--- src/rtl/uart_rx.sv ---
// uart_rx: 8N1 UART receiver with valid/ready byte handoff and error pulses.
// Ports:
//   clock      - system clock, rising edge
//   reset      - asynchronous active-low reset
//   uartRxPin  - serial line, idle high, asynchronous to clock
//   data       - received byte, meaningful while valid is high
//   valid      - high while data holds an unconsumed byte
//   ready      - consumer takes data on an edge where valid and ready are high
//   frameError - one-cycle pulse when the stop bit is sampled low
//   overrun    - one-cycle pulse when a byte completes while valid is still high
module uart_rx #(
    parameter int CLKS_PER_BIT = 210
) (
    input  logic       clock,
    input  logic       reset,
    input  logic       uartRxPin,
    output logic [7:0] data,
    output logic       valid,
    input  logic       ready,
    output logic       frameError,
    output logic       overrun
);
    localparam int CW = $clog2(CLKS_PER_BIT);
    localparam logic [CW-1:0] LAST = CW'(CLKS_PER_BIT - 1);
    localparam logic [CW-1:0] HALF = CW'(CLKS_PER_BIT / 2 - 1);

    typedef enum logic [2:0] {IDLE, START, DATA, STOP, WAIT_HIGH} state_t;

    state_t        state;
    logic [CW-1:0] cnt;
    logic [2:0]    bit_index;
    logic [7:0]    shift;
    logic          rx_meta;
    logic          rx_sync;

    always_ff @(posedge clock or negedge reset) begin
        if (!reset) begin
            rx_meta <= 1'b1;
            rx_sync <= 1'b1;
        end else begin
            rx_meta <= uartRxPin;
            rx_sync <= rx_meta;
        end
    end

    always_ff @(posedge clock or negedge reset) begin
        if (!reset) begin
            state      <= IDLE;
            cnt        <= '0;
            bit_index  <= '0;
            shift      <= '0;
            data       <= 8'h00;
            valid      <= 1'b0;
            frameError <= 1'b0;
            overrun    <= 1'b0;
        end else begin
            frameError <= 1'b0;
            overrun    <= 1'b0;
            // a completing byte below may re-assert valid on this same edge
            if (valid && ready)
                valid <= 1'b0;
            case (state)
                IDLE: begin
                    cnt <= '0;
                    if (!rx_sync)
                        state <= START;
                end
                START: begin
                    if (cnt == HALF) begin
                        cnt       <= '0;
                        bit_index <= '0;
                        // a line back high at mid start bit is a glitch
                        state     <= rx_sync ? IDLE : DATA;
                    end else
                        cnt <= cnt + 1'b1;
                end
                DATA: begin
                    if (cnt == LAST) begin
                        cnt              <= '0;
                        shift[bit_index] <= rx_sync;
                        bit_index        <= bit_index + 1'b1;
                        if (bit_index == 3'd7)
                            state <= STOP;
                    end else
                        cnt <= cnt + 1'b1;
                end
                STOP: begin
                    if (cnt == LAST) begin
                        cnt <= '0;
                        if (rx_sync) begin
                            state <= IDLE;
                            if (!valid || ready) begin
                                data  <= shift;
                                valid <= 1'b1;
                            end else
                                overrun <= 1'b1;
                        end else begin
                            frameError <= 1'b1;
                            state      <= WAIT_HIGH;
                        end
                    end else
                        cnt <= cnt + 1'b1;
                end
                WAIT_HIGH: begin
                    // a held-low break stays here without further error pulses
                    if (rx_sync)
                        state <= IDLE;
                end
                default: state <= IDLE;
            endcase
        end
    end
endmodule

--- config.mk ---
export PLATFORM = sky130hd
export DESIGN_NAME = uart_rx
export DESIGN_NICKNAME = d
export VERILOG_FILES = /design/src/rtl/uart_rx.sv
export SDC_FILE = /design/constraint.sdc
export NUM_CORES = 1
export LEC_CHECK = 0
export BUFFER_PORTS_ARGS = -buffer_cell sky130_fd_sc_hd__buf_2
export CORE_ASPECT_RATIO = 1.4
export CORE_MARGIN = 4
export CORE_UTILIZATION = 45
export CTS_BUF_LIST = sky130_fd_sc_hd__clkbuf_2
export CTS_CLUSTER_SIZE = 40
export DETAILED_ROUTE_END_ITERATION = 10
export PLACE_DENSITY_LB_ADDON = 0.25
export SLEW_MARGIN = 25
export SYNTH_ARGS = -nofsm -noshare
export SYNTH_HDL_FRONTEND = slang
export SYNTH_SLANG_ARGS = --single-unit
--- constraint.sdc ---
create_clock -name clock -period 2.86 [get_ports clock]
set_input_delay 0.286 -clock clock [delete_from_list [all_inputs] [get_ports clock]]
set_output_delay 0.286 -clock clock [all_outputs]
set_load 0.05 [all_outputs]
Word level (Yosys, flattened, before mapping)
Cells that the tools add are included.

Bits in registers: 35. Bits of input ports: 4. Output and inout bits: 11. Word-level logic and storage cells: 69.

Add/subtract/negate cells: 2. Order comparisons: 2. Reduce and logical (&&, ||, !) cells: 12. Equality and inequality tests: 13. Muxes and demuxes: 30.

Operators by type and width (number): $mux W3 (9); $pmux W8 S3 (1); $mux W8 (2); $pmux W3 S5 (1); $mux W1 (13); $ne A2 B2 Y1 const B (6); $add A8 B1 Y8 const B (1); $bwmux W8 (1); $eq A8 B7 Y1 const B (1); $eq A8 B8 Y1 const B (1); $eq A3 B2 Y1 const B (2); $eq A3 B3 Y1 const B (2); $pmux W3 S2 (1); $reduce_and A6 Y1 (1); $lt A3 B4 Y1 const B (1); $reduce_and A4 Y1 (1); $add A3 B1 Y3 const B (1); $demux W1 S3 (1); $eq A3 B1 Y1 const B (1); $ge A3 B1 Y1 const B (1); $logic_not A3 Y1 (1); $reduce_and A3 Y1 (1); $reduce_bool A3 Y1 (1); $logic_and A1 B1 Y1 (2); 6 further kinds (6).

Longest topological paths before layout
Depth after elaboration: 6. Gate-level depth with buffers: 8. Mapped depth without buffers: 6.

Worst setup path after synthesis
OpenSTA, ideal clock, no wires.

Path kind: reg-to-reg. Start point: register cnt[1]. End point: register data[0]. Data arrival time: 2.035 ns. Path buffers: 2. Clock period less this slack: 2.160 ns. Cell stages (with the launch flop): 9. Library setup time: 0.125 ns. Required time: 2.735 ns. Setup slack: 0.700 ns. Cells stage by stage: dfrtp_1 -> inv_1 -> ha_1 -> nand3b_1 -> or2_1 -> buf_6 -> or4b_4 -> buf_6 -> mux2_4.

Cells in the longest elaborated chain, start to end: 2.

RTL lines: start: declaration (line 30) `logic [CW-1:0] cnt;`; start signal: assignment (line 75) `cnt <= cnt + 1'b1;`; start signal: assignment (line 85) `cnt <= cnt + 1'b1;`; start signal: assignment (line 102) `cnt <= cnt + 1'b1;`; $eq A8 B8 Y1 (line 88) `if (cnt == LAST) begin`; $reduce_and A4 Y1 (no source line); end signal: assignment (line 93) `data <= shift;`; end: declaration (line 17) `output logic [7:0] data,`.

No other way between the ends. A chain may end at the register's enable or synchronous reset.

Worst setup path after layout
Start point: register cnt[1]. End point: register data[6].

Same word-level chain as after synthesis.

==> out/qor.txt <==
Synth unique cells - 36
Crit Path Category - flop to flop
Initial DRC count - 48
Global-route wire length before repair - 5220 um
Vias in the first global route - 1162
Fin. Hold Viols - 0
I/O pin cnt - 15
CTS H-tree depth - 2
Register area share after synthesis - 0.515
Drt wl/cell - 14.5 um
F_max - 442 MHz
Post-synth net total - 151
Post-CTS setup buffer count - 0
Power Total - 0.719 mW
Root Driver - clkbuf_2
Gate power share - 0.021
Critical Path RT - 3.13 ns
Slew HR - 0.505
Maximum number of pins on one net before global-route repair - 36
Final ANT Viol Nets - 0
Overall routing resource usage - 0.145
Drc violations - 0
Initial antenna violation count - 0
Routability cong. - 0.777
Antenna Cells - 0
Fin nets - 169
Setup TNS after final layout - 0 ns
Starting Density - 0.468
DRT Pass-1 Iters - 3
Leak Pwr - 0.869 nW
Vias per inst - 5.46
Avg Cell Area, Syn - 12.0 um^2
Detail Placement HPWL - 2190 um
Crit path cell chain - inv_1 -> ha_1 -> nand3b_1 -> or2_1 -> or4b_4 -> mux2_4
CP max stage delay - 0.66 ns
Area of the mapped netlist - 1700 um^2
Synth Instances - 142
Total number of vias - 1102
#FFs+latches synth - 35
Port bufs - 14
Worst Hold Class - primary input to flop
PwrDens - 390 nW/um^2
Number of max-cap violations - 0
Routed Wire Length - 2940 um
Hold buffer count at CTS - 2
Worst-case hold slack - 0.217 ns
Skew final - 0.0219 ns
Startpoint types - flop
Psw - 0.166 mW
PostCTS Resize Cnt - 0
Die height - 80.8 um
Clk sink count - 35
Max FO, Critical Path - 10
Flop pwr share - 0.696
Critical path data arrival time - 2.53 ns
Worst skew pair latency - 0.37 ns
Final Cycle Share - 0.791
Status - finished, final reports clean
Least-Margin Pin Slew - 0.742 ns
Most common cell after layout, fill and taps aside - dfrtp_1
Critical Path Sink Type - flop
CTS tree - built
Minimum clock period - 2.26 ns
Critical Path Slowest Stage Cell - or4b_4
Grt total ovfl - 0
Unrepaired setup endpoints after global routing - false
Row Count - 26
CTS clk-pin slew, worst paths - 0.17 ns
Pins Over Slew Limit - 0
CTS max path bufs - 2
Worst ir drop on vdd - 0.262 mV
Most frequent cells in the layout - dfrtp_1 (33), buf_2 (14), nor2_1 (12), mux2_2 (9)
R2R setup slack - 0.60 ns
Clock group share of total power - 0.284
Layout cells sized above 1 - 0.269
Internal power - 0.554 mW
Layout area overhead - 8.37%
Yosys warning count - 0
Core area - 3640 um^2
Net Sw Frac - 0.230
CTS Buf Count - 5
Full die area - 4850 um^2
Final setup viols - 0
Die width - 60.0 um
==> area by class of cell <==
cell class | count | area, um^2
clock buffers | 5 | 25.0
clock inverters | 2 | 8.76
fillers | 338 | 1800
inverters | 2 | 7.51
multi-input cells | 100 | 785
flip-flops and latches | 35 | 878
well taps | 42 | 52.6
repair buffers | 16 | 90.1
==> critical path, delay by kind of cell (launching register included) <==
family | cells | cell delay, ns
simple gates | 3 | 1.16
flops | 1 | 0.45
mux | 1 | 0.33
fa+ha+maj | 1 | 0.14
buf+inv | 1 | 0.09
==> cell families after synthesis <==
| group | synth area share |
|---|---|
| adders and majority gates | 0.0367 |
| and+or+nand+nor | 0.196 |
| DFF | 0.515 |
| AOI/OAI and AO/OA | 0.0617 |
| buffers and inverters | 0.0242 |
| muxes | 0.130 |
| xor gates and xnor gates | 0.0360 |
==> power by group through the flow <==
stage / logic (mW) / clock network (mW) / registers (mW)
global placement: 0.0134 / 0 / 0.509
floorplan: 0.00342 / 0 / 0.508
detailed placement: 0.0138 / 0 / 0.510
finish: 0.0149 / 0.204 / 0.501
CTS: 0.0160 / 0.215 / 0.501
global route: 0.0178 / 0.237 / 0.501
==> Yosys cell counts <==
cell | number | area (um^2)
nor4b_1 | 2 | 17.5
a21boi_0 | 1 | 7.51
dfrtp_1 | 33 | 826
nand4b_1 | 1 | 8.76
ha_1 | 5 | 62.6
nor3b_1 | 2 | 15.0
a22o_1 | 4 | 35.0
nand4bb_4 | 1 | 27.5
and3_1 | 1 | 6.26
nor3_1 | 8 | 40.0
inv_1 | 2 | 7.51
nand4_1 | 1 | 6.26
or4b_4 | 1 | 13.8
mux2_2 | 9 | 101
dfstp_2 | 2 | 52.6
o21ai_0 | 5 | 25.0
and2_1 | 1 | 6.26
nand3_1 | 4 | 20.0
or2_1 | 1 | 6.26
o21a_1 | 1 | 7.51
nand3b_1 | 2 | 15.0
a21bo_2 | 1 | 10.0
buf_6 | 2 | 22.5
or3_1 | 1 | 6.26
a311o_1 | 1 | 10.0
or3b_2 | 1 | 8.76
mux2_4 | 8 | 120
nand2b_1 | 4 | 25.0
xor2_1 | 4 | 35.0
nor2_1 | 12 | 45.0
xnor2_1 | 3 | 26.3
a21oi_1 | 2 | 10.0
clkbuf_1 | 3 | 11.3
nor4_1 | 4 | 25.0
nor2b_1 | 3 | 18.8
nand2_1 | 6 | 22.5
==> layer usage <==
| layer | GRT usage | share of wire | up-vias |
|---|---|---|---|
| met2 | 0.262 | 0.54 | 13 |
| met3 | 0.0477 | 0.030 | 6 |
| met1 | 0.151 | 0.41 | 539 |
| met4 | 0.0532 | 0.020 | 0 |
| li1 | - | - | 544 |
| met5 | 0 | 0 | - |
==> metrics by stage <==
stage / std cells / util / area [um^2] / setup WS, ns
5_1_grt: 202 / 0.507 / 1850 / 0.480
3_3_place_gp: 193 / 0.492 / 1790 / 0.674
2_1_floorplan: 142 / - / 1700 / 0.700
3_5_place_dp: 193 / 0.492 / 1790 / 0.594
6_report: 202 / 0.507 / 1850 / 0.599
4_1_cts: 202 / 0.507 / 1850 / 0.595
==> path summary, 6_finish.rpt <==
check	cells after the start	from	to
max reg2reg	6	cnt[1]	data[6]
min reg2reg	0	rx_meta	rx_sync
max	6	cnt[1]	data[6]
min	3	ready	overrun
min in group asynchronous	2	reset	data[4]
max in group asynchronous	2	reset	cnt[1]
==> sequential cells by signal, summed over array words and instances, names as in the netlist <==
signal and flops:
bit_index 3, cnt 8, data 8, frameError 1, overrun 1, rx_meta 1
rx_sync 1, shift 8, state 3, valid 1
Power figures use the tool's default switching activity.
